--- src/rtl/mem_access_unit_if.sv ---
// Pipelined Wishbone master bus used by the memory access unit.
// The unit drives the master side, the memory system the slave side.
interface mem_access_unit_if;
   logic        o_wb_cyc;
   logic        o_wb_stb;
   logic        o_wb_we;
   logic [31:0] o_wb_addr;
   logic [31:0] o_wb_data;
   logic [31:0] i_wb_data;
   logic        i_wb_ack;
   logic        i_wb_stall;

   modport master (
      output o_wb_cyc, o_wb_stb, o_wb_we, o_wb_addr, o_wb_data,
      input  i_wb_data, i_wb_ack, i_wb_stall
   );

   modport slave (
      input  o_wb_cyc, o_wb_stb, o_wb_we, o_wb_addr, o_wb_data,
      output i_wb_data, i_wb_ack, i_wb_stall
   );
endinterface

--- src/rtl/mem_access_unit.sv ---
// Arbitrates fetch and data requests onto one pipelined Wishbone master,
// one access at a time, with misalignment and timeout error reporting.
module mem_access_unit #(
   parameter int unsigned TIMEOUT_CYCLES = 255
) (
   input  logic        clk,
   input  logic        reset,
   input  logic        i_if_req,
   input  logic [31:0] i_if_addr,
   output logic [31:0] o_if_data,
   output logic        o_if_done,
   input  logic        i_d_req,
   input  logic        i_d_we,
   input  logic [31:0] i_d_addr,
   input  logic [31:0] i_d_wdata,
   output logic [31:0] o_d_data,
   output logic        o_d_done,
   output logic        o_err,
   mem_access_unit_if.master wb
);
   localparam int CW = $clog2(TIMEOUT_CYCLES + 1);

   typedef enum logic [1:0] {IDLE, STROBE, WAIT_ACK, RESP} state_t;

   state_t        state, state_n;
   logic          d_pend, d_we;
   logic [31:0]   d_addr, d_wdata;
   logic          f_pend;
   logic [31:0]   f_addr;
   logic          cur_d;
   logic          bus_we;
   logic [31:0]   bus_addr, bus_wdata;
   logic [CW-1:0] cnt;
   logic          err_q;

   logic          sel_d, sel_any, sel_we;
   logic [31:0]   sel_addr, sel_wdata;
   logic          go, fin, fin_err, tmo, port_d, port_we;
   logic [31:0]   fin_data;

   // Data port wins; a slot that is already pending beats the live pulse.
   always_comb begin
      sel_d     = d_pend | i_d_req;
      sel_any   = sel_d | f_pend | i_if_req;
      sel_we    = 1'b0;
      sel_addr  = f_pend ? f_addr : i_if_addr;
      sel_wdata = '0;
      if (sel_d) begin
         sel_we    = d_pend ? d_we : i_d_we;
         sel_addr  = d_pend ? d_addr : i_d_addr;
         sel_wdata = sel_we ? (d_pend ? d_wdata : i_d_wdata) : '0;
      end
   end

   assign tmo     = (cnt == CW'(TIMEOUT_CYCLES - 1));
   assign port_d  = (state == IDLE) ? sel_d : cur_d;
   assign port_we = (state == IDLE) ? sel_we : bus_we;

   always_comb begin
      state_n  = state;
      go       = 1'b0;
      fin      = 1'b0;
      fin_err  = 1'b0;
      fin_data = '0;
      unique case (state)
         IDLE: begin
            if (sel_any) begin
               if (sel_addr[1:0] != 2'b00) begin
                  fin     = 1'b1;
                  fin_err = 1'b1;
               end else begin
                  go      = 1'b1;
                  state_n = STROBE;
               end
            end
         end
         STROBE: begin
            if (!wb.i_wb_stall && wb.i_wb_ack) begin
               fin      = 1'b1;
               fin_data = wb.i_wb_data;
            end else if (tmo) begin
               fin     = 1'b1;
               fin_err = 1'b1;
            end else if (!wb.i_wb_stall) begin
               state_n = WAIT_ACK;
            end
         end
         WAIT_ACK: begin
            if (wb.i_wb_ack) begin
               fin      = 1'b1;
               fin_data = wb.i_wb_data;
            end else if (tmo) begin
               fin     = 1'b1;
               fin_err = 1'b1;
            end
         end
         RESP: state_n = IDLE;
      endcase
      if (fin) state_n = RESP;
   end

   always_ff @(posedge clk) begin
      if (reset) begin
         state     <= IDLE;
         d_pend    <= 1'b0;
         d_we      <= 1'b0;
         d_addr    <= '0;
         d_wdata   <= '0;
         f_pend    <= 1'b0;
         f_addr    <= '0;
         cur_d     <= 1'b0;
         bus_we    <= 1'b0;
         bus_addr  <= '0;
         bus_wdata <= '0;
         cnt       <= '0;
         err_q     <= 1'b0;
         o_if_data <= '0;
         o_d_data  <= '0;
      end else begin
         state <= state_n;
         err_q <= fin_err;
         if (i_d_req && !d_pend) begin
            d_pend  <= 1'b1;
            d_we    <= i_d_we;
            d_addr  <= i_d_addr;
            d_wdata <= i_d_wdata;
         end
         if (i_if_req && !f_pend) begin
            f_pend <= 1'b1;
            f_addr <= i_if_addr;
         end
         if (state == RESP) begin
            if (cur_d) d_pend <= 1'b0;
            else       f_pend <= 1'b0;
         end
         if (state == IDLE) cur_d <= sel_d;
         if (go) begin
            bus_we    <= sel_we;
            bus_addr  <= sel_addr;
            bus_wdata <= sel_wdata;
            cnt       <= '0;
         end else if (state == STROBE || state == WAIT_ACK) begin
            cnt <= cnt + CW'(1);
         end
         // Stores never disturb the last loaded word.
         if (fin) begin
            bus_we    <= 1'b0;
            bus_addr  <= '0;
            bus_wdata <= '0;
            if (!port_d)       o_if_data <= fin_data;
            else if (!port_we) o_d_data  <= fin_data;
         end
      end
   end

   assign wb.o_wb_cyc  = (state == STROBE) || (state == WAIT_ACK);
   assign wb.o_wb_stb  = (state == STROBE);
   assign wb.o_wb_we   = bus_we;
   assign wb.o_wb_addr = bus_addr;
   assign wb.o_wb_data = bus_wdata;
   assign o_if_done    = (state == RESP) && !cur_d;
   assign o_d_done     = (state == RESP) && cur_d;
   assign o_err        = err_q;
endmodule

--- src/flat_wrapper.sv ---
// flat-port wrapper written by rule: the top's interface ports become plain ports
module mem_access_unit_flat 
#(
   parameter int unsigned TIMEOUT_CYCLES = 255
)
  (clk, reset, i_if_req, i_if_addr, o_if_data, o_if_done, i_d_req, i_d_we, i_d_addr, i_d_wdata, o_d_data, o_d_done, o_err, wb_o_wb_cyc, wb_o_wb_stb, wb_o_wb_we, wb_o_wb_addr, wb_o_wb_data, wb_i_wb_data, wb_i_wb_ack, wb_i_wb_stall);
  mem_access_unit_if wb_i ();
  input  logic clk;
  input  logic reset;
  input  logic i_if_req;
  input  logic [31:0] i_if_addr;
  output logic [31:0] o_if_data;
  output logic o_if_done;
  input  logic i_d_req;
  input  logic i_d_we;
  input  logic [31:0] i_d_addr;
  input  logic [31:0] i_d_wdata;
  output logic [31:0] o_d_data;
  output logic o_d_done;
  output logic o_err;
  output wire logic [$bits(wb_i.o_wb_cyc)-1:0] wb_o_wb_cyc;
  output wire logic [$bits(wb_i.o_wb_stb)-1:0] wb_o_wb_stb;
  output wire logic [$bits(wb_i.o_wb_we)-1:0] wb_o_wb_we;
  output wire logic [$bits(wb_i.o_wb_addr)-1:0] wb_o_wb_addr;
  output wire logic [$bits(wb_i.o_wb_data)-1:0] wb_o_wb_data;
  input wire logic [$bits(wb_i.i_wb_data)-1:0] wb_i_wb_data;
  input wire logic [$bits(wb_i.i_wb_ack)-1:0] wb_i_wb_ack;
  input wire logic [$bits(wb_i.i_wb_stall)-1:0] wb_i_wb_stall;
  assign wb_o_wb_cyc = wb_i.o_wb_cyc;
  assign wb_o_wb_stb = wb_i.o_wb_stb;
  assign wb_o_wb_we = wb_i.o_wb_we;
  assign wb_o_wb_addr = wb_i.o_wb_addr;
  assign wb_o_wb_data = wb_i.o_wb_data;
  assign wb_i.i_wb_data = wb_i_wb_data;
  assign wb_i.i_wb_ack = wb_i_wb_ack;
  assign wb_i.i_wb_stall = wb_i_wb_stall;
  mem_access_unit #(.TIMEOUT_CYCLES(TIMEOUT_CYCLES)) u_core (.clk(clk), .reset(reset), .i_if_req(i_if_req), .i_if_addr(i_if_addr), .o_if_data(o_if_data), .o_if_done(o_if_done), .i_d_req(i_d_req), .i_d_we(i_d_we), .i_d_addr(i_d_addr), .i_d_wdata(i_d_wdata), .o_d_data(o_d_data), .o_d_done(o_d_done), .o_err(o_err), .wb(wb_i));
endmodule
--- config.mk ---
export PLATFORM = sky130hd
export DESIGN_NAME = mem_access_unit_flat
export DESIGN_NICKNAME = d
export VERILOG_FILES = /design/src/rtl/mem_access_unit_if.sv /design/src/rtl/mem_access_unit.sv /design/src/flat_wrapper.sv
export SDC_FILE = /design/constraint.sdc
export NUM_CORES = 1
export LEC_CHECK = 0
export ABC_AREA = 1
export BUFFER_PORTS_ARGS = -buffer_cell sky130_fd_sc_hd__buf_2
export CAP_MARGIN = 40
export CORE_ASPECT_RATIO = 1.5
export CORE_MARGIN = 2
export CORE_UTILIZATION = 50
export CTS_CLUSTER_DIAMETER = 60
export DETAILED_ROUTE_END_ITERATION = 10
export GPL_TIMING_DRIVEN = 0
export PLACE_DENSITY = 0.83
export SYNTH_ARGS = -nofsm -noshare
export SYNTH_HDL_FRONTEND = slang
export SYNTH_SLANG_ARGS = --single-unit
--- constraint.sdc ---
create_clock -name clk -period 2.4 [get_ports clk]
set_input_delay 0.12 -clock clk [delete_from_list [all_inputs] [get_ports clk]]
set_output_delay 0.12 -clock clk [all_outputs]
set_load 0.005 [all_outputs]
# [Yosys cells after proc, flatten, opt, wreduce, memory -nomap -nowiden]
# Cells that the tools add are included.
[op_classes] bitwise_logic=5 n_div=0 magnitude_cmp=0 add_sub_neg=1 n_eq_ne=9 shift=0 n_reduce_logical=18 mux=38 mul=0
[op_table] operator="two-way mux 32 bit" count=8
[op_table] operator="one-hot mux 32 bit (2 select lines)" count=1
[op_table] operator="two-way mux 1 bit" count=20
[op_table] operator="two-way mux 2 bit" count=6
[op_table] operator="inequality test 3 x 2 -> 1 bit (second input constant)" count=4
[op_table] operator="adder 8 x 1 -> 8 bit (second input constant)" count=1
[op_table] operator="== test 8 bit (second input constant)" count=1
[op_table] operator="one-hot mux 1 bit (3 select lines)" count=2
[op_table] operator="one-hot mux 2 bit (3 select lines)" count=1
[op_table] operator="AND reduction 6 bit" count=1
[op_table] operator="logical AND 1 bit" count=5
[op_table] operator="== test 2 bit (second input constant)" count=2
[op_table] operator="zero test 1 bit" count=4
[op_table] operator="nonzero test 4 bit" count=1
[op_table] operator="OR reduction 2 bit" count=2
[op_table] operator="inequality test 3 x 1 -> 1 bit (second input constant)" count=1
[op_table] operator="OR 1 bit" count=3
[op_table] operator="AND reduction 3 bit" count=1
[op_table] operator="== test 2 x 1 -> 1 bit (second input constant)" count=1
[op_table] operator="zero test 2 bit" count=1
[op_table] operator="inverter 1 bit" count=2
[op_table] operator="AND reduction 2 bit" count=1
[op_table] operator="nonzero test 2 bit" count=1
[op_table] operator="logical OR 1 bit" count=1
[totals] out_inout_bits=134 reg_bits=240 n_memories=0 rom_bits=0 ramBits=0 latchBits=0 inputBits=135 elab_cells=86

# [Logic depth before layout (Yosys ltp)]
# Gate-level depths: netlist of run 1.
[depth] word_depth=8 depth_mapped=14 depth_no_buf=12

# [Worst setup path after synthesis of run 1]
# OpenSTA, ideal clock, no wires.
[synth_path] path_type="register to register" startpoint="reg u_core.state[0]" endpoint="reg u_core.o_d_data[13]" arrival_time_ns=1.734 stages_incl_launch_ff=10 setup_time_ns=0.070 path_buffers=1 required_ns=2.330 period_less_slack_ns=1.805 slack_ns=0.595 path_cell_list="dfxtp_1 inv_1 ha_1 inv_1 a21oi_2 clkbuf_1 nand2_1 inv_1 nand4_1 a21oi_1"
[synth_via] elab_chain_len=4 word_cells_on_any_way=9 classes_between="2 x eq/ne; 4 x mux; 1 x bitwise; 2 x reduce/logical"
[synth_rtl] element="from (decl)" line_no="mem_access_unit.sv:25" rtl="state_t state, state_n;"
[synth_rtl] element="from (signal assigned)" line_no="mem_access_unit.sv:120" rtl="state <= state_n;"
[synth_rtl] element="parallel branches: the longest is 4 deep, another holds one-hot mux 1 bit (3 select lines)"
[synth_rtl] element="to (signal assigned)" line_no="mem_access_unit.sv:151" rtl="else if (!port_we) o_d_data <= fin_data;"
[synth_rtl] element="to (decl)" line_no="mem_access_unit.sv:16" rtl="output logic [31:0] o_d_data,"
# Several ways; the timed one is not identified.
# A chain may end at the register's enable or synchronous reset.

# [Final worst setup path of run 1]
[layout_path] startpoint="reg u_core.d_pend" endpoint="reg u_core.d_wdata[20]"
[layout_via] elab_chain_len=2
[layout_rtl] element="from (decl)" line_no="mem_access_unit.sv:26" rtl="logic d_pend, d_we;"
[layout_rtl] element="from (signal assigned)" line_no="mem_access_unit.sv:105" rtl="d_pend <= 1'b0;"
[layout_rtl] element="from (signal assigned)" line_no="mem_access_unit.sv:123" rtl="d_pend <= 1'b1;"
[layout_rtl] element="from (signal assigned)" line_no="mem_access_unit.sv:133" rtl="if (cur_d) d_pend <= 1'b0;"
[layout_rtl] element="zero test 1 bit" line_no="mem_access_unit.sv:122" rtl="if (i_d_req && !d_pend) begin"
[layout_rtl] element="logical AND 1 bit" line_no="mem_access_unit.sv:122"
[layout_rtl] element="to (signal assigned)" line_no="mem_access_unit.sv:126" rtl="d_wdata <= i_d_wdata;"
[layout_rtl] element="to (decl)" line_no="mem_access_unit.sv:27" rtl="logic [31:0] d_addr, d_wdata;"
# No other way between the ends.

==> flow_summary.json, run 1 <==
{
  "status": "finished with violations",
  "failed_checks": "design-rule violations",
  "wl_met1_um": 12770,
  "crit_arrival_ns": 2.66,
  "firstDrtPassIters": 9,
  "finalWirelength_um": 36770,
  "multi_input_area_mm2": 0.004571,
  "synthCells": 1482,
  "numClockSinks": 240,
  "seqCellArea_mm2": 0.004805,
  "grt_remaining_overflow": 0,
  "die-width_um": 120.9,
  "ys_seq_area_share_pct": 46.84,
  "area_delta_synth_final_pct": 36.22,
  "ys_types": 28,
  "worstHoldStart": "wb_i_wb_data[0]",
  "final.min_clock_period_ns": 2.235,
  "met3WireLength_um": 3394,
  "end_kind": "flip-flop",
  "grt_max_degree": 15,
  "holdPathEnd": "u_core.o_if_data[0]$_SDFFE_PP0P_",
  "synth.avg_cell_area_um2": 6.921,
  "post-route-period-util_pct": 93.13,
  "antenna_cells": 0,
  "max_freq_mhz": 447.4,
  "vias": 11930,
  "grt_pass1_vias": 11660,
  "finalHoldViolCount": 0,
  "cts_root_buffer": "clkbuf_16",
  "worstSetupPathType": "flip-flop to flip-flop",
  "insertion_delay_ns": 0.51,
  "leakagePower_nw": 6.411,
  "critPathLaunch": "u_core.d_pend$_SDFF_PP0_",
  "syn_area_mm2": 0.01026,
  "powerDensity_mw_per_mm2": 883.9,
  "numCtsBuffers": 23,
  "r2r_end": "u_core.d_wdata[20]$_SDFFE_PP0P_",
  "yosysWarnings": 0,
  "cts.clk_slew.worst_paths_ns": 0.06,
  "setup_viol": 0,
  "r2r-start": "u_core.d_pend$_SDFF_PP0_",
  "n_fill_cell": 1525,
  "dp_hpwl_um": 23350,
  "io_pins": 269,
  "ys_ff_latch": 240,
  "finalPower_mw": 12.35,
  "required_ns": 2.83,
  "clock_skew_ns": 0.01078,
  "report.final.slew_viol_count": 0,
  "drt_iter0_markers": 1211,
  "ir_drop_v": 0.0006796,
  "final_nets": 2048,
  "rsz0062_at_grt": "no",
  "floorplan.initialDensity_pct": 50.63,
  "track_usage_pct": 33.44,
  "worst_slew_pin_slew_ns": 0.8436,
  "die_h_um": 179.4,
  "final_cell_mix": "517 x nand2_1, 294 x buf_2, 240 x dfxtp_1",
  "gp_congestion": 0.9352,
  "port_buffers": 267,
  "drive_above_1_share_pct": 17.98,
  "drv_cap": 0,
  "r2r_setup_slack_ns": 0.16,
  "ant_nets": 0,
  "synthesis.nets": 1623,
  "dieArea_mm2": 0.02170,
  "final_common_cell": "nand2_1",
  "drc_errors": 1,
  "cts_tree": "built",
  "slew_headroom_pct": 43.17,
  "antenna_found_initial": 0,
  "hp-class": "primary input to flip-flop",
  "start_kind": "flip-flop",
  "setup_tns_ns": 0,
  "path_max_fanout": 10,
  "wl_per_cell_um": 16.84,
  "highest_layer": "met4",
  "r2r_cells": 7,
  "grt_pass1_wl_um": 58790,
  "htree_levels": 1,
  "avgViaCountPerCell": 5.465,
  "dr_wl_met2_um": 17800,
  "rows": 64,
  "core-area_mm2": 0.02026,
  "cts_buffer_depth": 3,
  "min_path_cells": 5
}
## stage by stage
stage / area [µm²] / cells / setup WS, ns / hold slack (ns) / util (%)
after global routing: 13970 / 2183 / 0.004429 / 0.04132 / 68.97
after global placement: 11920 / 2013 / 0.09383 / 0.3649 / 58.86
after detailed placement: 11920 / 2013 / 0.07408 / 0.3696 / 58.86
final: 13970 / 2183 / 0.1648 / 0.02705 / 68.97
after CTS: 13960 / 2183 / 0.05589 / 0.001727 / 68.91
after floorplan: 10260 / 1482 / 0.5951 / 0.2591 / -
## Yosys cell counts
master / instances / area share [%]
nand3_4: 1 / 0.17
o21ai_0: 61 / 3.0
xnor2_1: 1 / 0.085
o211ai_1: 9 / 0.66
buf_4: 7 / 0.51
nand3_1: 64 / 3.1
nor2_4: 1 / 0.11
buf_1: 8 / 0.29
nor3_1: 4 / 0.20
nand4_1: 45 / 2.7
clkinv_1: 1 / 0.037
a21oi_1: 237 / 12
nand2_1: 517 / 19
a21oi_2: 1 / 0.085
or2_2: 1 / 0.061
o21ai_1: 1 / 0.049
inv_1: 108 / 4.0
buf_6: 1 / 0.11
inv_2: 5 / 0.18
nand2_2: 1 / 0.061
dfxtp_1: 240 / 47
clkbuf_1: 62 / 2.3
xor2_1: 4 / 0.34
a31oi_1: 1 / 0.061
ha_1: 6 / 0.73
buf_2: 27 / 1.3
nand3_2: 1 / 0.098
nor2_1: 67 / 2.5
## state kept, by name, indices dropped and copies added, names as in the netlist
register,count
u_core.wb.o_wb_addr,32
u_core.o_err,1
u_core.wb.o_wb_we,1
u_core.f_pend,1
u_core.d_addr,32
u_core.d_we,1
u_core.cnt,8
u_core.o_d_data,32
u_core.cur_d,1
u_core.d_wdata,32
u_core.wb.o_wb_data,32
u_core.d_pend,1
u_core.f_addr,32
u_core.state,2
u_core.o_if_data,32
## worst max-delay path by stage
| stage | to | slack (ns) | cells past startpoint |
|---|---|---|---|
| global route | u_core.o_if_data[30]$_SDFFE_PP0P_ | 0.004 | 9 |
| CTS | u_core.o_if_data[22]$_SDFFE_PP0P_ | 0.06 | 9 |
| detailed placement | u_core.o_if_data[22]$_SDFFE_PP0P_ | 0.07 | 9 |
| global placement | u_core.o_if_data[22]$_SDFFE_PP0P_ | 0.09 | 9 |
| finish | u_core.d_wdata[20]$_SDFFE_PP0P_ | 0.16 | 7 |
| floorplan | u_core.o_d_data[13]$_SDFFE_PP0P_ | 0.60 | 9 |
## where the power goes
part	leakage [nW]	total, mW	switching, mW	internal, mW
combinational	4.10	4.07	2.66	1.41
sequential	1.96	4.72	0.251	4.47
clock	0.349	3.55	1.53	2.03
## critical path, cell delays in order, from the launching register on
cell and delay [ns]:
dfxtp_1 0.33, inv_2 0.16, nand2_2 0.10, inv_2 0.18
clkbuf_1 0.61, buf_1 0.45, nand2_1 0.16, a21oi_1 0.18
## metal layers
layer	vias up	global-route usage (%)
met5	-	0
met2	757	57.53
met1	5350	36.92
met3	218	6.536
met4	0	21.72
li1	5606	-
## kinds of logic after synthesis
| family | after synthesis | synth area share (%) |
|---|---|---|
| AND/OR/NAND/NOR | 702 | 27.93 |
| AO/OA/AOI/OAI | 310 | 15.39 |
| flip-flops | 240 | 46.84 |
| buffers and inverters | 219 | 8.673 |
| adder cells (fa/ha/maj) | 6 | 0.7319 |
| XOR/XNOR | 5 | 0.4269 |
## repair_timing
| item | 4_1_cts | 5_1_grt |
|---|---|---|
| resized for setup | 0 | 5 |
| setup buffers | 0 | 0 |
| hold buffers | 133 | 0 |
| endpoints found under the hold margin | 156 | 0 |
| endpoints found under the setup margin | 0 | 35 |
## area by class of cell
type                            instances  share of cell area (%)
Clock inverter                          6                  0.5731
Clock buffer                           31                   4.477
Buffer                                105                   3.331
Multi-Input combinational cell       1023                   32.71
Timing Repair Buffer                  400                   19.09
Inverter                              114                   3.063
Sequential cell                       240                   34.39
Tap cell                              264                   2.364
No activity file was read; power rests on OpenSTA's default activity.
==> run 2, diff against run 1 <==
ABC_AREA = default   (was 1)
clock period = 2.7 ns   (was 2.4 ns; I/O delays follow)
==> run 2 against run 1 <==
The flow finishes with violations (negative setup slack). Setup slack got worse by 0.17 ns. Area after synthesis is 2.0% lower. First-iteration DRC count shrank 50%. Maximum frequency is 17% lower. Clock skew about the same. Global-route usage fell by 3.3 points. Register-to-register slack worse by 0.17 ns. Clock power down 12%. Design area down 1.6%. Sequential power shrank 13%. Critical endpoint is now u_core.wb.o_wb_addr[27]$_SDFFE_PP0P_. Largest cell class is now multi-input combinational cells. Largest power group unchanged. Highest routed layer unchanged.
==> flow_summary.json, run 2 <==
{
  "n_fill_cell": 1439,
  "ys_seq_area_share_pct": 47.82,
  "rows": 63,
  "insertion_delay_ns": 0.51,
  "die-width_um": 119.7,
  "floorplan.initialDensity_pct": 50.98,
  "ant_nets": 0,
  "firstDrtPassIters": 5,
  "post_cts_buffers": 0,
  "syn_area_mm2": 0.01005,
  "grt_pass1_vias": 10430,
  "synthTopCellsByCount": "328 x nand2_1, 240 x dfxtp_1, 103 x a21oi_1",
  "cpMaxStageDelayCell": "or3b_4",
  "hp-class": "primary input to flip-flop",
  "failed_checks": "negative setup slack",
  "setup_tns_ns": -0.002058,
  "worst_slew_pin_slew_ns": 0.8079,
  "cts.clk_slew.worst_paths_ns": 0.06,
  "synthesis.nets": 1342,
  "cts_tree": "built",
  "final_cell_mix": "328 x nand2_1, 280 x buf_2, 240 x dfxtp_1",
  "synth_edf_count": 0,
  "setup_viol": 2,
  "die_h_um": 177.6,
  "finalWirelength_um": 33440,
  "setup_slack_ns": -0.001795,
  "grt_pass1_wl_um": 52140,
  "port_buffers": 267,
  "required_ns": 3.07,
  "ys_types": 45,
  "leakagePower_nw": 5.978,
  "core-area_mm2": 0.01971,
  "dp_hpwl_um": 21550,
  "cts_root_buffer": "clkbuf_16",
  "path_max_fanout": 10,
  "wl_per_cell_um": 17.60,
  "final_common_cell": "nand2_1",
  "start_kind": "flip-flop",
  "synth_async_sr_flop_share_pct": 0,
  "cp_cell_sequence": "inv_1, ha_1, buf_4, or3b_4, nor4b_4, a221oi_2, o21ai_1, buf_4, buf_2, a211oi_1",
  "synth_most_common_cell": "nand2_1",
  "grt_max_degree": 16,
  "cts_buffer_depth": 3,
  "numClockSinks": 240,
  "dieArea_mm2": 0.02127,
  "drt_iter0_markers": 609,
  "powerDensity_mw_per_mm2": 726.4,
  "yosys.area.top_type": "dfxtp_1",
  "ir_drop_v": 0.0005876,
  "vias": 10530,
  "htree_levels": 1,
  "report.final.slew_viol_count": 0,
  "area_delta_synth_final_pct": 36.90,
  "antenna_cells": 0,
  "status": "finished with violations",
  "synthFlopType": "dfxtp_1",
  "place_ws_ns": -0.06447,
  "final_nets": 1765,
  "critPathMaxStageDelay_ns": 0.41,
  "rsz0062_at_grt": "yes",
  "post-route-period-util_pct": 100.1,
  "drive_above_1_share_pct": 22.32,
  "antenna_found_initial": 0,
  "drc_errors": 0,
  "numCtsBuffers": 23,
  "synth.avg_cell_area_um2": 8.366,
  "slew_headroom_pct": 46.14,
  "yosys-top-cells-area": "dfxtp_1 48%, nand2_1 12%, mux2i_1 9.3%",
  "io_pins": 269,
  "max_freq_mhz": 370.1,
  "drv_cap": 0,
  "worstSetupPathType": "flip-flop to flip-flop",
  "final.min_clock_period_ns": 2.702,
  "critPathMostFrequentCell": "buf_4",
  "gp_congestion": 0.8588,
  "clock_skew_ns": 0.01098,
  "avgViaCountPerCell": 5.541,
  "finalHoldViolCount": 0,
  "ys_ff_latch": 240,
  "synthCells": 1201,
  "grt_remaining_overflow": 0,
  "track_usage_pct": 30.14,
  "synth_top_cell_area_share_pct": 47.82,
  "crit_arrival_ns": 3.07,
  "end_kind": "flip-flop",
  "yosysWarnings": 0
}
run 2: cell types whose count changed after synthesis, moves of 42 or more:
cell	change
nand4_1	-42
mux2i_1	+93
inv_1	-101
nand2_1	-189
a21oi_1	-134
run 2: area by class of cell:
| cell class | count | area [µm²] | share of cell area (%) |
|---|---|---|---|
| Clock buffer | 35 | 680.7 | 4.949 |
| Multi-Input combinational cell | 856 | 4808 | 34.96 |
| Clock inverter | 6 | 40.04 | 0.2911 |
| Tap cell | 260 | 325.3 | 2.365 |
| Buffer | 97 | 419.2 | 3.047 |
| Timing Repair Buffer | 399 | 2650 | 19.27 |
| Sequential cell | 240 | 4805 | 34.93 |
| Inverter | 7 | 26.28 | 0.1910 |
run 2: path summary, 6_finish.rpt:
path / from / to / slack [ns] / cells past startpoint
worst max-delay path: u_core.state[0]$_SDFFE_PP0P_ / u_core.wb.o_wb_addr[27]$_SDFFE_PP0P_ / -0.002 / 10
worst min-delay path: wb_i_wb_ack / u_core.o_err$_SDFF_PP0_ / 0.03 / 4
worst max register to register: u_core.state[0]$_SDFFE_PP0P_ / u_core.wb.o_wb_addr[27]$_SDFFE_PP0P_ / -0.002 / 10
worst min register to register: u_core.d_wdata[6]$_SDFFE_PP0P_ / u_core.d_wdata[6]$_SDFFE_PP0P_ / 0.45 / 2
run 2: per-stage QoR:
| stage | util [%] | hold WS (ns) | area, µm² | std cells | power [mW] |
|---|---|---|---|---|---|
| after global routing | 69.80 | 0.02300 | 13750 | 1900 | 10.44 |
| after floorplan | - | 0.2654 | 10050 | 1201 | 5.772 |
| after CTS | 69.79 | 0.01281 | 13750 | 1901 | 9.942 |
| after detailed placement | 59.48 | 0.3688 | 11720 | 1730 | 6.695 |
| final | 69.80 | 0.02597 | 13750 | 1900 | 9.992 |
| after global placement | 59.42 | 0.3664 | 11710 | 1728 | 6.629 |
run 2: power by group:
part,switching [mW],total (mW),internal [mW],leakage (nW)
Sequential,0.201,4.09,3.89,1.95
Clock,1.37,3.11,1.74,0.354
Combinational,1.69,2.79,1.10,3.67
run 2: metal layers:
layer	share of wire [%]	global-route usage (%)	vias up	routed length, µm
li1	-	-	4911	-
met1	36	31.46	4940	12190
met2	51	55.86	522	17180
met3	6.4	5.463	154	2126
met4	5.8	17.79	0	1937
met5	0	0	-	0
run 2: kinds of logic (layout without fill, tap and decap cells):
group	Yosys count	count (layout)	synth area share [%]
AND/OR/NAND/NOR	471	471	19.05
AO/OA/AOI/OAI	247	247	14.51
buffers and inverters	105	544	4.409
XOR/XNOR	7	7	0.6102
multiplexers	125	125	12.85
adder cells (fa/ha/maj)	6	6	0.7472
flip-flops	240	240	47.82
run 2: timing repair:
| action | CTS | global route |
|---|---|---|
| setup endpoints to repair | 40 | 75 |
| cloned | 0 | 0 |
| hold endpoints to repair | 163 | 0 |
| hold buffers | 130 | 0 |
| resized for setup | 3 | 8 |
run 2: critical path, delay by kind of cell (launching register included):
| kind | cells | cell delay (ns) |
|---|---|---|
| AO/OA/AOI/OAI | 3 | 0.53 |
| adder cells (fa/ha/maj) | 1 | 0.15 |
| buffers and inverters | 4 | 0.82 |
| flip-flops | 1 | 0.34 |
| AND/OR/NAND/NOR | 2 | 0.70 |
==> run 3, diff against run 2 <==
REMOVE_ABC_BUFFERS = 1   (was default)
==> run 3 against run 2 <==
The flow now finishes without violations. Die area unchanged. Count of clock-buffer cells in the layout fell by 6. Critical path depth shrank 2. Sequential cell count unchanged. Power rose by 6.6%. Register-to-register slack better by 0.11 ns. Hold slack gained 0.040 ns. Clock skew is 0.0051 ns lower.
==> flow_summary.json, run 3 (synthesis results as in run 2) <==
{
  "instances_no_fill": 1847,
  "finalWirelength_um": 34430,
  "cts_tree": "built",
  "cpMaxStageDelayCell": "or3_4",
  "area_delta_synth_final_pct": 40.56,
  "setup_viol": 0,
  "place_inst": 1656,
  "critPathMaxStageDelay_ns": 0.47,
  "crit_arrival_ns": 3.02,
  "antenna_found_initial": 2,
  "dp_hpwl_um": 19150,
  "dieArea_mm2": 0.02127,
  "setup_slack_ns": 0.1039,
  "grt_max_degree": 74,
  "cts_root_buffer": "clkbuf_16",
  "port_buffers": 268,
  "end_kind": "flip-flop",
  "clock_skew_ns": 0.005871,
  "setup_tns_ns": 0,
  "htree_levels": 1,
  "grt_remaining_overflow": 0,
  "die_h_um": 177.6,
  "report.final.slew_viol_count": 0,
  "drv_cap": 0,
  "start_kind": "flip-flop",
  "finalHoldViolCount": 0,
  "grt_pass1_wl_um": 53660,
  "final.min_clock_period_ns": 2.596,
  "final_nets": 1709,
  "drt_iter0_markers": 737,
  "n_fill_cell": 1283,
  "ant_nets": 0,
  "whs_ns": 0.06593,
  "numClockSinks": 240,
  "slew_headroom_pct": 55.68,
  "cp_cell_sequence": "inv_1, ha_4, or3b_4, nor4b_4, a221oi_4, or3_4, buf_12, mux2i_1",
  "ir_drop_v": 0.0005448,
  "avgViaCountPerCell": 5.766,
  "final_cell_mix": "328 x nand2_1, 267 x buf_2, 238 x dfxtp_1",
  "cts_buffer_depth": 3,
  "track_usage_pct": 31.02,
  "post-route-period-util_pct": 96.15,
  "max_freq_mhz": 385.2,
  "worstSetupPathType": "flip-flop to flip-flop",
  "numCtsBuffers": 23,
  "path_max_fanout": 28,
  "die-width_um": 119.7,
  "worst_slew_pin_slew_ns": 0.6618,
  "drc_errors": 0,
  "place_ws_ns": -0.7583,
  "leakagePower_nw": 6.165,
  "grt_pass1_vias": 10920,
  "cts.clk_slew.worst_paths_ns": 0.07,
  "wl_per_cell_um": 18.64,
  "status": "finished, final reports clean",
  "powerDensity_mw_per_mm2": 753.9,
  "finalPower_mw": 10.65,
  "firstDrtPassIters": 7,
  "final_common_cell": "nand2_1",
  "hp-class": "primary input to flip-flop",
  "floorplan.initialDensity_pct": 50.98,
  "vias": 10650,
  "rows": 63,
  "io_pins": 269,
  "core-area_mm2": 0.01971,
  "insertion_delay_ns": 0.52,
  "gp_congestion": 0.8337,
  "required_ns": 3.12,
  "drive_above_1_share_pct": 25.30
}
-- run 3: changes by cell type in the layout (fill, tap and decap cells not counted), sizes merged, moves of 2 or more --
cell	previous run	this run
buf	292	307
diode	0	2
bufinv	0	3
clkinv	4	7
clkbuf	109	29
-- run 3: where the power goes --
part | internal (mW) | switching (mW)
Clock | 1.92 | 1.42
Sequential | 3.89 | 0.217
Combinational | 1.39 | 1.82
-- run 3: path summary, 6_finish.rpt --
| path | from | end | slack [ns] | depth (start not counted) |
|---|---|---|---|---|
| worst max-delay path | u_core.state[0]$_SDFFE_PP0P_ | u_core.o_d_data[25]$_SDFFE_PP0P_ | 0.10 | 8 |
| worst min-delay path | reset | u_core.d_addr[24]$_SDFFE_PP0P_ | 0.07 | 2 |
| worst max register to register | u_core.state[0]$_SDFFE_PP0P_ | u_core.o_d_data[25]$_SDFFE_PP0P_ | 0.10 | 8 |
| worst min register to register | u_core.d_wdata[13]$_SDFFE_PP0P_ | u_core.d_wdata[13]$_SDFFE_PP0P_ | 0.45 | 2 |
-- run 3: critical path, delay by kind of cell (launching register included) --
kind                       cells  cell delay, ns
AOI/OAI and AO/OA              1            0.08
and+or+nand+nor                3            1.23
muxes                          1            0.21
adders and majority gates      1            0.25
DFF                            1            0.34
buffers and inverters          2            0.39
-- run 3: final cells by class --
cell class / instances / area (µm²) / share of cell area [%]
clock inverter: 13 / 148.9 / 1.054
tap: 260 / 325.3 / 2.304
inverter: 7 / 26.28 / 0.1861
multi-input combinational: 857 / 4908 / 34.76
antenna: 2 / 5.005 / 0.03544
timing repair buffer: 439 / 3281 / 23.23
sequential: 240 / 4810 / 34.06
clock buffer: 29 / 618.1 / 4.377
-- run 3: layer usage --
layer / vias up / GRT usage (%) / routed length [µm]
met2: 659 / 57.02 / 17620
met5: - / 0 / 0
met4: 0 / 17.99 / 1798
met3: 165 / 6.844 / 2848
met1: 5025 / 32.14 / 12160
li1: 4800 / - / -
-- run 3: through the flow --
step / instance area [µm²] / util, %
3_5_place_dp: 11810 / 59.92
4_1_cts: 14050 / 71.28
2_1_floorplan: 9630 / -
3_3_place_gp: 11300 / 57.33
6_report: 14120 / 71.66
5_1_grt: 14120 / 71.66
-- run 3: repair_timing --
action	in CTS	in global routing
endpoints found under the hold margin	176	0
hold buffers	131	0
endpoints found under the setup margin	139	96
gates resized for setup	5	5
pin swaps	3	1
buffers inserted	8	6
gates cloned	2	0
